`config.mk`:
```
export PLATFORM = sky130hd
export DESIGN_NAME = apb_fic_arbiter
export DESIGN_NICKNAME = d
export VERILOG_FILES = /design/src/rtl/apb_fic_arbiter.sv
export SDC_FILE = /design/constraint.sdc
export NUM_CORES = 1
export LEC_CHECK = 0
export ABC_CLOCK_PERIOD_IN_PS = 3300
export CAP_MARGIN = 20
export CELL_PAD_IN_SITES_DETAIL_PLACEMENT = 1
export CELL_PAD_IN_SITES_GLOBAL_PLACEMENT = 2
export CORE_MARGIN = 3
export CORE_UTILIZATION = 21
export DETAILED_ROUTE_END_ITERATION = 6
export HOLD_SLACK_MARGIN = 0.06
export PLACE_DENSITY = 0.95
export RECOVER_POWER = 50
export REMOVE_ABC_BUFFERS = 1
export SLEW_MARGIN = 20
export SYNTH_ARGS = -nofsm -noshare
export SYNTH_HDL_FRONTEND = slang
export SYNTH_SLANG_ARGS = --single-unit
```
`constraint.sdc`:
```
create_clock -name PCLK -period 3.3 [get_ports PCLK]
set_input_delay 0.66 -clock PCLK [delete_from_list [all_inputs] [get_ports PCLK]]
set_output_delay 0.66 -clock PCLK [all_outputs]
set_load 0.02 [all_outputs]
```
`src/rtl/apb_fic_arbiter.sv`:
```
// Two-master APB3 arbiter sharing one slave port between MSS FIC_0 (M0) and a fabric master (M1).
// Transfers are serialised, re-issued with proper setup/access phases, and force-completed on slave timeout.
module apb_fic_arbiter #(
   parameter int ADDR_WIDTH     = 32,
   parameter int DATA_WIDTH     = 32,
   parameter bit FIXED_PRIORITY = 1'b0,
   parameter int TIMEOUT        = 255
) (
   input  logic                  PCLK,
   input  logic                  PRESETN,
   input  logic                  M0_PSEL,
   input  logic                  M0_PENABLE,
   input  logic                  M0_PWRITE,
   input  logic [ADDR_WIDTH-1:0] M0_PADDR,
   input  logic [DATA_WIDTH-1:0] M0_PWDATA,
   output logic                  M0_PREADY,
   output logic                  M0_PSLVERR,
   output logic [DATA_WIDTH-1:0] M0_PRDATA,
   input  logic                  M1_PSEL,
   input  logic                  M1_PENABLE,
   input  logic                  M1_PWRITE,
   input  logic [ADDR_WIDTH-1:0] M1_PADDR,
   input  logic [DATA_WIDTH-1:0] M1_PWDATA,
   output logic                  M1_PREADY,
   output logic                  M1_PSLVERR,
   output logic [DATA_WIDTH-1:0] M1_PRDATA,
   output logic                  S_PSEL,
   output logic                  S_PENABLE,
   output logic                  S_PWRITE,
   output logic [ADDR_WIDTH-1:0] S_PADDR,
   output logic [DATA_WIDTH-1:0] S_PWDATA,
   input  logic                  S_PREADY,
   input  logic                  S_PSLVERR,
   input  logic [DATA_WIDTH-1:0] S_PRDATA,
   output logic                  GRANT,
   output logic                  TIMEOUT_ERR
);

   typedef enum logic [1:0] {IDLE, SETUP, ACCESS} state_t;

   localparam logic [15:0] TIMEOUT_CNT = 16'(TIMEOUT);

   state_t      state, state_next;
   logic [15:0] wait_cnt, wait_cnt_next;
   logic        last_grant;
   logic        take;
   logic        grant_win;
   logic        timeout_hit;

   // NOTE: every output of this block gets a default first so no path can infer a latch.
   always_comb begin
      state_next    = state;
      wait_cnt_next = wait_cnt;
      take          = 1'b0;
      grant_win     = 1'b0;
      timeout_hit   = 1'b0;
      case (state)
         IDLE: begin
            if (M0_PSEL || M1_PSEL) begin
               take          = 1'b1;
               wait_cnt_next = '0;
               state_next    = SETUP;
               if (M0_PSEL && M1_PSEL)
                  grant_win = FIXED_PRIORITY ? 1'b0 : ~last_grant;
               else
                  grant_win = M1_PSEL;
            end
         end
         SETUP: state_next = ACCESS;
         ACCESS: begin
            if (S_PREADY) begin
               state_next = IDLE;
            end else if ((TIMEOUT != 0) && (wait_cnt == TIMEOUT_CNT)) begin
               timeout_hit = 1'b1;
               state_next  = IDLE;
            end else begin
               wait_cnt_next = wait_cnt + 16'd1;
            end
         end
         default: state_next = IDLE;
      endcase
   end

   // NOTE: sequential state uses non-blocking assignments so all registers update from pre-edge values.
   always_ff @(posedge PCLK or negedge PRESETN) begin
      if (!PRESETN) begin
         state      <= IDLE;
         wait_cnt   <= '0;
         last_grant <= 1'b1;
         GRANT      <= 1'b0;
         S_PWRITE   <= 1'b0;
         S_PADDR    <= '0;
         S_PWDATA   <= '0;
      end else begin
         state    <= state_next;
         wait_cnt <= wait_cnt_next;
         if (take) begin
            last_grant <= grant_win;
            GRANT      <= grant_win;
            S_PWRITE   <= grant_win ? M1_PWRITE : M0_PWRITE;
            S_PADDR    <= grant_win ? M1_PADDR  : M0_PADDR;
            S_PWDATA   <= grant_win ? M1_PWDATA : M0_PWDATA;
         end
      end
   end

   // Slave strobes follow the state directly, so a reset drops them at once.
   assign S_PSEL      = (state != IDLE);
   assign S_PENABLE   = (state == ACCESS);
   assign TIMEOUT_ERR = timeout_hit;

   logic in_access, done, ok_done;
   assign in_access = (state == ACCESS);
   assign done      = in_access & (S_PREADY | timeout_hit);
   assign ok_done   = in_access & S_PREADY;

   assign M0_PREADY  = done & ~GRANT & M0_PENABLE;
   assign M1_PREADY  = done &  GRANT & M1_PENABLE;
   assign M0_PRDATA  = (ok_done & ~GRANT) ? S_PRDATA : '0;
   assign M1_PRDATA  = (ok_done &  GRANT) ? S_PRDATA : '0;
   assign M0_PSLVERR = in_access & ~GRANT & (S_PREADY ? S_PSLVERR : timeout_hit);
   assign M1_PSLVERR = in_access &  GRANT & (S_PREADY ? S_PSLVERR : timeout_hit);

endmodule

```
==> impl_metrics.yaml <==
outcome:
  status: "finished with violations"
  violations: "capacitance limit, slew limit"
floorplan:
  dieArea_um2: 23710
  start_util_pct: 21.61
  die_y_um: 154.0
  core-area_um2: 21290
  rows: 53
  die_width_um: 154.0
  io_pins: 307
power_and_ir_drop:
  cellLeakagePower_nw: 3.792
  p_clk_share_pct: 17.9
  intPower_mw: 3.423
  switchingPower_mw: 2.416
  p_per_area_nw_per_um2: 698.7
  pwr-share-comb_pct: 52.9
  seqPwrFrac_pct: 29.2
  ir_drop_uv: 282.3
  p_sw_share_pct: 41.37
clock_tree:
  clockBufferDepth: 2
  cts_root_buffer: "clkbuf_16"
  clock_latency_ps: 340
  cts_inserted_buffers: 9
  cts_sinks: 85
  cts_tree: "done"
  htreeDepth: 3
  clkTransAtPathRegs_ps: 70
  post_cts_buffers: 0
setup_path:
  r2r_setup_slack_ps: 830
  crit_start: "wait_cnt[13]"
  critPathSlowestCell: "or4_4"
  crit_chain: "or4_4, or4_4, o21a_1, nor3_2, clkdlybuf4s15_2"
  cp.buffers_inverters: 1
  worst_path_most_repeated_cell: "or4_4"
  crit_family: "simple AND/OR/NAND/NOR gates"
  critPathKind: "reg2out"
  cp_data_required_time_ps: 2640
  crit_end: "M0_PSLVERR"
  critical_path_arrival_ps: 2510
  worstReg2RegEnd: "wait_cnt[9]"
  start_kind: "flop"
  worst_r2r_path_depth: 5
  cp_max_fo: 4
  critPathMaxStageDelay_ps: 550
  end_kind: "output port"
  rr_startpoint: "wait_cnt[13]"
  cp.depth: 5
min_path:
  hold_path.class: "reg2reg"
logic_synthesis:
  syn_avg_cell_area_um2: 9.406
  synthTopCellsByArea: "dfrtp_1 (46%), mux2i_1 (14%), and2_1 (9.0%)"
  synth_seq_cells: 85
  syn_area_um2: 4599
  synth_top_area_share_pct: 45.70
  synth_cell_types: 39
  ys_warn_count: 0
  syn_inst: 489
  yosys.area.top_type: "dfrtp_1"
  ys_seq_area_share_pct: 46.27
sta:
  max_freq_ghz: 0.3155
  grt_setup_unrepaired: "false"
  hold_viol: 0
  max_slew.worst_pin.slew_ps: 2323
  setup_viol: 0
  post-route-period-util_pct: 96.06
  finalClockSkew_ps: 8.149
  setup_tns_ps: 0
  slew_headroom_pct: -54.84
  slew_viol_final: 41
  layout_min_cycle_time_ps: 3170
global_routing:
  grt_pass1_wl_um: 27350
  grt_usage_pct: 14.39
  overflow: 0
  grt_max_degree: 77
  first_global_vias: 4937
  antenna_found_initial: 0
layout:
  regArea_um2: 2128
  multiInputGateArea_um2: 2315
  fin_util_pct: 39.26
  antenna_cells: 0
  nFillCells: 2419
  nets: 961
  syn_to_final_growth_pct: 81.69
  layoutNonFillerInstCount: 1070
  drive_gt1_share_pct: 6.164
placed_design:
  io_buffers: 306
  dp.cells: 1054
  gp_congestion: 0.8342
  dp_hpwl_um: 13850
detailed_routing:
  vias_per_cell: 4.395
  dr.pass1.iters: 6
  drc: 0
  vias: 4703
  wl_per_cell_um: 16.27
  drt_iter0_markers: 189
  drt.antenna.violating_nets: 0
  drt_wl_total_um: 17410
job:
  maxCapViolCount: 1
how the worst min path moves through the flow:
stage,end,startpoint,cells after the start,slack (ps)
final,last_grant,last_grant,2,460
after global routing,last_grant,last_grant,2,470
after CTS,S_PWDATA[26],PRESETN,1,320
after detailed placement,last_grant,last_grant,2,450
after global placement,last_grant,last_grant,2,450
after floorplan,GRANT,PRESETN,0,360
power groups by stage:
stage / clock [mW] / combinational, mW / sequential (mW)
after floorplan: 0 / 1.20 / 2.21
after detailed placement: 0 / 3.27 / 1.75
after CTS: 1.09 / 3.28 / 1.73
final: 1.04 / 3.09 / 1.71
after global routing: 1.14 / 3.37 / 1.77
after global placement: 0 / 3.22 / 1.72
worst reg2reg max path: stages, from the launching register on:
cell      delay, ps
dfrtp_1         410
or4_4           550
or4_4           510
clkbuf_1        260
nand2_1         430
o31ai_1         160
flip-flops by register name, summed over array words and instances (netlist names):
signal      count
S_PADDR        32
S_PWDATA       32
wait_cnt       16
state           2
GRANT           1
S_PWRITE        1
last_grant      1
cell families (layout without fill, tap and decap cells):
family / Yosys count / after routing / synth area share (%)
AOI/OAI and AO/OA: 107 / 107 / 13.36
adders and majority gates: 1 / 1 / 0.2720
buffers and inverters: 43 / 349 / 3.890
DFF: 85 / 85 / 46.27
muxes: 65 / 65 / 14.15
and+or+nand+nor: 188 / 188 / 22.06
final cells by class:
type,count,share of cell area [%]
timing repair buffer,328,38.90
multi-input combinational,361,27.70
sequential,85,25.47
tap,275,4.117
clock buffer,10,2.740
clock inverter,6,0.8534
inverter,5,0.2246
metal layers:
layer / track usage [%] / share of wire, %
met1: 16.75 / 39
met2: 24.58 / 50
met3: 5.939 / 9.4
met4: 3.659 / 1.4
met5: 0 / 0
cell usage in the layout (no fill, tap or decap), drive strengths merged, types with 5 or more instances in the layout:
cell / netlist / routed
a31oi: 7 / 7
nand3: 9 / 9
nand4: 10 / 10
clkdlybuf4s50: 0 / 248
nand2: 77 / 77
o21ai: 73 / 73
mux2i: 65 / 65
o31ai: 14 / 14
and3: 5 / 5
dfrtp: 84 / 84
clkbuf: 26 / 17
and2: 66 / 66
inv: 5 / 6
dlygate4sd3: 0 / 52
nor2: 5 / 5
buf: 12 / 17
synth_stat cells (all sizes together):
library cell and number:
o21ai 73, a211oi 1, o211ai 1, and4 3
nor2b 1, or2 1, nand2 77, ha 1
mux2i 65, nand3 9, a41oi 4, nor3 2
nor4 1, nor2 5, and3 5, clkbuf 26
dfstp 1, o21a 1, dfrtp 84, o311ai 1
nand4 10, inv 5, nand2b 2, a31oi 7
o22ai 1, and2 66, nor4b 1, buf 12
a21oi 2, o31ai 14, nor3b 2, or4 3
o41ai 2
what timing repair did:
action	in CTS	in global routing
setup endpoints to repair	5	2
cloned	0	0
hold buffers	0	0
resized for setup	8	3
through the flow:
step	area [µm²]	setup slack [ps]	total power [mW]	hold slack, ps
6_report	8357	130.0	5.839	458.8
5_1_grt	8357	52.45	6.280	474.3
4_1_cts	8384	28.15	6.098	316.2
3_5_place_dp	8088	64.55	5.020	451.9
3_3_place_gp	8088	62.64	4.943	445.9
2_1_floorplan	4439	-1769	3.413	364.4
No activity file was read; power rests on OpenSTA's default activity.
